`src/rtl/alu64_arbiter.sv`:
```
// alu64_arbiter: two requesters share a single 64-bit ALU through a
// round-robin arbiter and a three-state IDLE/EXEC/DONE sequencer.
// Optional feature macro: ALU_ARB_ERRCHK_EN. When it is defined, control
// codes outside the legal set return resp_err=1 with a zero result and
// zero flags. When it is undefined, every code is passed to the ALU as-is.

// Shared ALU: ainvert=control[3], binvert=control[2], op=control[1:0]
// (00 AND, 01 OR, 10 ADD, 11 set-less-than). Carry and overflow are only
// reported for the add path.
module alu64 #(
    parameter int WIDTH = 64
) (
    input  logic [WIDTH-1:0] a_i,
    input  logic [WIDTH-1:0] b_i,
    input  logic             ainvert_i,
    input  logic             binvert_i,
    input  logic [1:0]       op_i,
    output logic [WIDTH-1:0] result_o,
    output logic             cout_o,
    output logic             zero_o,
    output logic             overflow_o
);
    logic [WIDTH-1:0] a_m;
    logic [WIDTH-1:0] b_m;
    logic [WIDTH:0]   sum;
    logic             sum_ovf;

    // Operand inversion, adder with carry-in = binvert, result select
    always_comb begin
        a_m        = ainvert_i ? ~a_i : a_i;
        b_m        = binvert_i ? ~b_i : b_i;
        sum        = {1'b0, a_m} + {1'b0, b_m} + {{WIDTH{1'b0}}, binvert_i};
        sum_ovf    = (a_m[WIDTH-1] == b_m[WIDTH-1]) && (sum[WIDTH-1] != a_m[WIDTH-1]);
        result_o   = '0;
        cout_o     = 1'b0;
        overflow_o = 1'b0;
        case (op_i)
            2'b00: result_o = a_m & b_m;
            2'b01: result_o = a_m | b_m;
            2'b10: begin
                result_o   = sum[WIDTH-1:0];
                cout_o     = sum[WIDTH];
                overflow_o = sum_ovf;
            end
            default: result_o = {{(WIDTH-1){1'b0}}, sum[WIDTH-1] ^ sum_ovf};
        endcase
        zero_o = (result_o == '0);
    end
endmodule

module alu64_arbiter #(
    parameter int WIDTH = 64
) (
    input  logic             clk,
    input  logic             reset,
    input  logic             req0_valid,
    output logic             req0_ready,
    input  logic [WIDTH-1:0] req0_a,
    input  logic [WIDTH-1:0] req0_b,
    input  logic [3:0]       req0_control,
    input  logic             req1_valid,
    output logic             req1_ready,
    input  logic [WIDTH-1:0] req1_a,
    input  logic [WIDTH-1:0] req1_b,
    input  logic [3:0]       req1_control,
    output logic             resp_valid,
    input  logic             resp_ready,
    output logic             resp_id,
    output logic [WIDTH-1:0] resp_result,
    output logic             resp_cout,
    output logic             resp_zero,
    output logic             resp_overflow,
    output logic             resp_err
);
    typedef enum logic [1:0] {IDLE, EXEC, DONE} state_t;

    state_t           state_q, state_d;
    logic             last_q, last_d;     // requester granted most recently
    logic             grant;              // requester that wins this IDLE cycle
    logic             accept;
    logic [WIDTH-1:0] a_q, b_q;
    logic [3:0]       ctrl_q;
    logic             id_q;
    logic [WIDTH-1:0] result_q;
    logic             cout_q, zero_q, ovf_q;
    logic [WIDTH-1:0] alu_result;
    logic             alu_cout, alu_zero, alu_ovf;

`ifdef ALU_ARB_ERRCHK_EN
    logic             err_q;

    function automatic logic is_legal(input logic [3:0] c);
        case (c)
            4'b0000, 4'b0001, 4'b0010, 4'b0110, 4'b1100, 4'b1101: return 1'b1;
            default: return 1'b0;
        endcase
    endfunction
`endif

    alu64 #(.WIDTH(WIDTH)) u_alu (
        .a_i        (a_q),
        .b_i        (b_q),
        .ainvert_i  (ctrl_q[3]),
        .binvert_i  (ctrl_q[2]),
        .op_i       (ctrl_q[1:0]),
        .result_o   (alu_result),
        .cout_o     (alu_cout),
        .zero_o     (alu_zero),
        .overflow_o (alu_ovf)
    );

    // Grant, readies and next state; the grant is recomputed every IDLE cycle
    always_comb begin
        state_d    = state_q;
        last_d     = last_q;
        req0_ready = 1'b0;
        req1_ready = 1'b0;
        accept     = 1'b0;
        grant      = (req0_valid && req1_valid) ? ~last_q : req1_valid;
        case (state_q)
            IDLE: begin
                req0_ready = !reset && req0_valid && !grant;
                req1_ready = !reset && req1_valid && grant;
                accept     = req0_ready || req1_ready;
                if (accept) begin
                    state_d = EXEC;
                    last_d  = grant;
                end
            end
            EXEC: state_d = DONE;
            DONE: if (resp_ready) state_d = IDLE;
            default: state_d = IDLE;
        endcase
    end

    // State and round-robin pointer; requester 0 wins the first tie
    always_ff @(posedge clk) begin
        if (reset) begin
            state_q <= IDLE;
            last_q  <= 1'b1;
        end else begin
            state_q <= state_d;
            last_q  <= last_d;
        end
    end

    // Capture the granted requester's operation on acceptance
    always_ff @(posedge clk) begin
        if (reset) begin
            id_q <= 1'b0;
        end else if (accept) begin
            id_q   <= grant;
            a_q    <= grant ? req1_a : req0_a;
            b_q    <= grant ? req1_b : req0_b;
            ctrl_q <= grant ? req1_control : req0_control;
        end
    end

    // Register the ALU outcome during EXEC; held stable through DONE
    always_ff @(posedge clk) begin
        if (reset) begin
            result_q <= '0;
            cout_q   <= 1'b0;
            zero_q   <= 1'b0;
            ovf_q    <= 1'b0;
`ifdef ALU_ARB_ERRCHK_EN
            err_q    <= 1'b0;
`endif
        end else if (state_q == EXEC) begin
`ifdef ALU_ARB_ERRCHK_EN
            if (!is_legal(ctrl_q)) begin
                result_q <= '0;
                cout_q   <= 1'b0;
                zero_q   <= 1'b0;
                ovf_q    <= 1'b0;
                err_q    <= 1'b1;
            end else begin
                result_q <= alu_result;
                cout_q   <= alu_cout;
                zero_q   <= alu_zero;
                ovf_q    <= alu_ovf;
                err_q    <= 1'b0;
            end
`else
            result_q <= alu_result;
            cout_q   <= alu_cout;
            zero_q   <= alu_zero;
            ovf_q    <= alu_ovf;
`endif
        end
    end

    assign resp_valid    = (state_q == DONE);
    assign resp_id       = id_q;
    assign resp_result   = result_q;
    assign resp_cout     = cout_q;
    assign resp_zero     = zero_q;
    assign resp_overflow = ovf_q;
`ifdef ALU_ARB_ERRCHK_EN
    assign resp_err      = err_q;
`else
    assign resp_err      = 1'b0;
`endif
endmodule

```
`config.mk`:
```
export PLATFORM = sky130hd
export DESIGN_NAME = alu64_arbiter
export DESIGN_NICKNAME = d
export VERILOG_FILES = /design/src/rtl/alu64_arbiter.sv
export SDC_FILE = /design/constraint.sdc
export NUM_CORES = 1
export LEC_CHECK = 0
export BUFFER_PORTS_ARGS = -buffer_cell sky130_fd_sc_hd__buf_2
export CORE_ASPECT_RATIO = 1.5
export CORE_MARGIN = 2
export CORE_UTILIZATION = 60
export DETAILED_ROUTE_END_ITERATION = 10
export GPL_TIMING_DRIVEN = 1
export PLACE_DENSITY = 0.87
export SLEW_MARGIN = 10
export SYNTH_ARGS = -nofsm -noshare
export SYNTH_HDL_FRONTEND = slang
export SYNTH_SLANG_ARGS = --single-unit
```
`constraint.sdc`:
```
create_clock -name clk -period 14.4 [get_ports clk]
set_input_delay 2.16 -clock clk [delete_from_list [all_inputs] [get_ports clk]]
set_output_delay 2.16 -clock clk [all_outputs]
set_load 0.1 [all_outputs]
```
==> flow_summary.json <==
{
  "status": "finished clean",
  "grt_pass1_vias": 14600,
  "ys_top_cells_by_area": "edfxtp_1 (25%), ha_1 (9.9%), mux2_2 (9.2%), dfxtp_1 (8.8%), xor2_1 (7.7%)",
  "die_w_um": 138,
  "grt_use_met2_pct": 64.2,
  "final_common_cell": "buf_2",
  "final_layout_size_suffix_gt1_share_pct": 26.1,
  "cts-resized-gates": 0,
  "p_leak_nw": 8.28,
  "drc_errors": 0,
  "dieHeight_um": 205,
  "via_count": 15100,
  "drtIter0Drc": 1461,
  "synth_top_area_share_pct": 24.6,
  "cts_setup_buffers": 0,
  "ioPinCount": 341,
  "final_core_util_pct": 70.3,
  "period_needed_ps": 5890,
  "track_usage_pct": 38.3,
  "synthesis.area_um2": 16100,
  "tns_ps": 0,
  "final_hold_viol_count": 0,
  "cp.required_ps": 12240,
  "cts_root_buf": "clkbuf_16",
  "tightest_slew_ps": 1120,
  "cp-end-kind": "primary output",
  "avgSynthCellArea_um2": 8.96,
  "num-nets-final": 2454,
  "path_cells": "buf_2 -> a21boi_4 -> buf_4 -> and2_1 -> buf_2",
  "antenna_found_initial": 0,
  "die_area_um2": 28200,
  "viasPerCell": 6.27,
  "wl_um": 55100,
  "crit_fanout": 55,
  "numPortBuffers": 339,
  "hold_buffers": 0,
  "initial_core_util_pct": 60.9,
  "min_path_type": "reg -> reg",
  "routedWlPerCell_um": 22.9,
  "synthDistinctLibCells": 83,
  "syn_inst": 1799,
  "syn-num-nets": 2197,
  "slew_headroom_pct": 25.0,
  "synth-seq-cells": 203,
  "ant_nets": 0,
  "hold_ws_ps": 462,
  "hpwl_um": 42800,
  "grtUsageMet1_pct": 48.6,
  "core_um2": 26500,
  "worstSetupStartpointType": "input port",
  "area_delta_synth_final_pct": 15.5,
  "period_share_pct": 40.9,
  "worstSkewPairLatency_ps": 540,
  "drtPass1Iterations": 5,
  "ir_drop_v": 0.000128,
  "slowest_delay_ps": 590,
  "slew_violations": 0,
  "arrival_ps": 3730,
  "synth-edff-count": 132,
  "h-tree-depth": 1,
  "grt_pass1_wl_um": 82200,
  "critical_path.slowest_cell": "buf_4",
  "yosysWarnings": 0,
  "rsz0062_at_grt": "false",
  "mostFrequentLayoutCells": "buf_2 (339), nor2_1 (166), inv_1 (147)",
  "clockBufferDepth": 3,
  "cts_sinks": 203,
  "row_count": 73,
  "clock_skew_ps": 34.0,
  "busiest_layer": "met2",
  "cts_tree": "done",
  "worstSetupPathType": "in -> out",
  "grt_max_degree": 108,
  "numCtsBuffers": 21,
  "diodes": 0,
  "cpMostUsedCell": "buf_2",
  "synth_top_flop_cell": "edfxtp_1",
  "power_per_cell_area_nw_per_um2": 130,
  "met3_usage_pct": 4.63,
  "seq_area_frac_synth_pct": 33.4,
  "cap_violations": 0,
  "path_clk_slew_ps": 60,
  "synthArstFlopShare_pct": 0,
  "timing.fmax_mhz": 170,
  "yosys.area.top_type": "edfxtp_1",
  "finalSetupViolations": 0,
  "gp_congestion": 1.02,
  "grt.overflow.total": 0
}
through the flow:
stage / total power [mW] / setup WS, ps / cell area (um2) / std cells
5_1_grt: 2.52 / 8310 / 18600 / 2408
3_5_place_dp: 1.83 / 8500 / 17900 / 2370
6_report: 2.42 / 8510 / 18600 / 2408
2_1_floorplan: 1.52 / 8070 / 16100 / 1799
3_3_place_gp: 1.82 / 8560 / 17900 / 2370
4_1_cts: 2.39 / 8500 / 18600 / 2408
cell usage after synthesis, types with 6 or more instances:
cell / instances
nor2_1: 167
inv_1: 146
xor2_1: 141
edfxtp_1: 132
mux2_2: 132
ha_1: 128
a21oi_1: 121
nand2_1: 104
clkbuf_1: 90
o21ai_0: 87
dfxtp_1: 71
a211oi_1: 70
nand4_1: 34
xnor2_1: 34
a21o_1: 31
nor3_1: 28
buf_1: 20
a31oi_1: 18
and3_1: 17
o211ai_1: 15
a221oi_1: 13
nand3_1: 13
o21bai_1: 13
and2_1: 10
o22ai_1: 10
buf_2: 9
nor4_1: 9
or3_1: 8
o21a_1: 7
o31ai_1: 7
nand2b_1: 6
nor2b_1: 6
or4_1: 6
logic make-up after synthesis:
kind of cell / synth area share [%]
xor+xnor: 9.61
compound gates: 18.6
simple gates: 12.4
other cells: 0.0233
flops: 33.4
fa+ha+maj: 10.1
mux: 9.53
buf+inv: 6.38
cell type report:
class	instances	area, um2
Timing Repair Buffer	355	1820
Inverter	148	558
Multi-Input combinational cell	1327	9730
Sequential cell	203	5390
Tap cell	337	422
Clock buffer	31	637
Fill cell	2002	7870
Clock inverter	7	68.8
state kept, by name, indices dropped and copies added, names as in the netlist:
name and count:
state_q 2, resp_id 1, resp_zero 1, ctrl_q 4, last_q 1, b_q 64
resp_result 64, resp_overflow 1, resp_cout 1, a_q 64
power breakdown:
| part | leakage (nW) | total, mW | internal (mW) | switching [mW] |
|---|---|---|---|---|
| Clock | 0.356 | 0.567 | 0.326 | 0.240 |
| Sequential | 1.82 | 0.708 | 0.680 | 0.0281 |
| Combinational | 6.10 | 1.14 | 0.362 | 0.780 |
worst max-delay path, delay by kind of cell:
family | cells | cell delay, ps
buffers and inverters | 3 | 1160
and+or+nand+nor | 1 | 270
AOI/OAI and AO/OA | 1 | 130
worst paths after layout:
| path | from | end | slack, ps | depth (start not counted) |
|---|---|---|---|---|
| worst max-delay path | req0_valid | req1_ready | 8510 | 5 |
| worst min-delay path | resp_result[44] | resp_result[44] | 460 | 2 |
| worst max register to register | ctrl_q[2] | resp_zero | 8610 | 15 |
| worst min register to register | resp_result[44] | resp_result[44] | 460 | 2 |
per-layer routing:
layer	vias to the layer above	share of wire [%]
met2	853	48
li1	6926	-
met4	0	5.5
met5	-	0
met3	180	7.9
met1	7141	39
(Power assumes the default switching activity.)
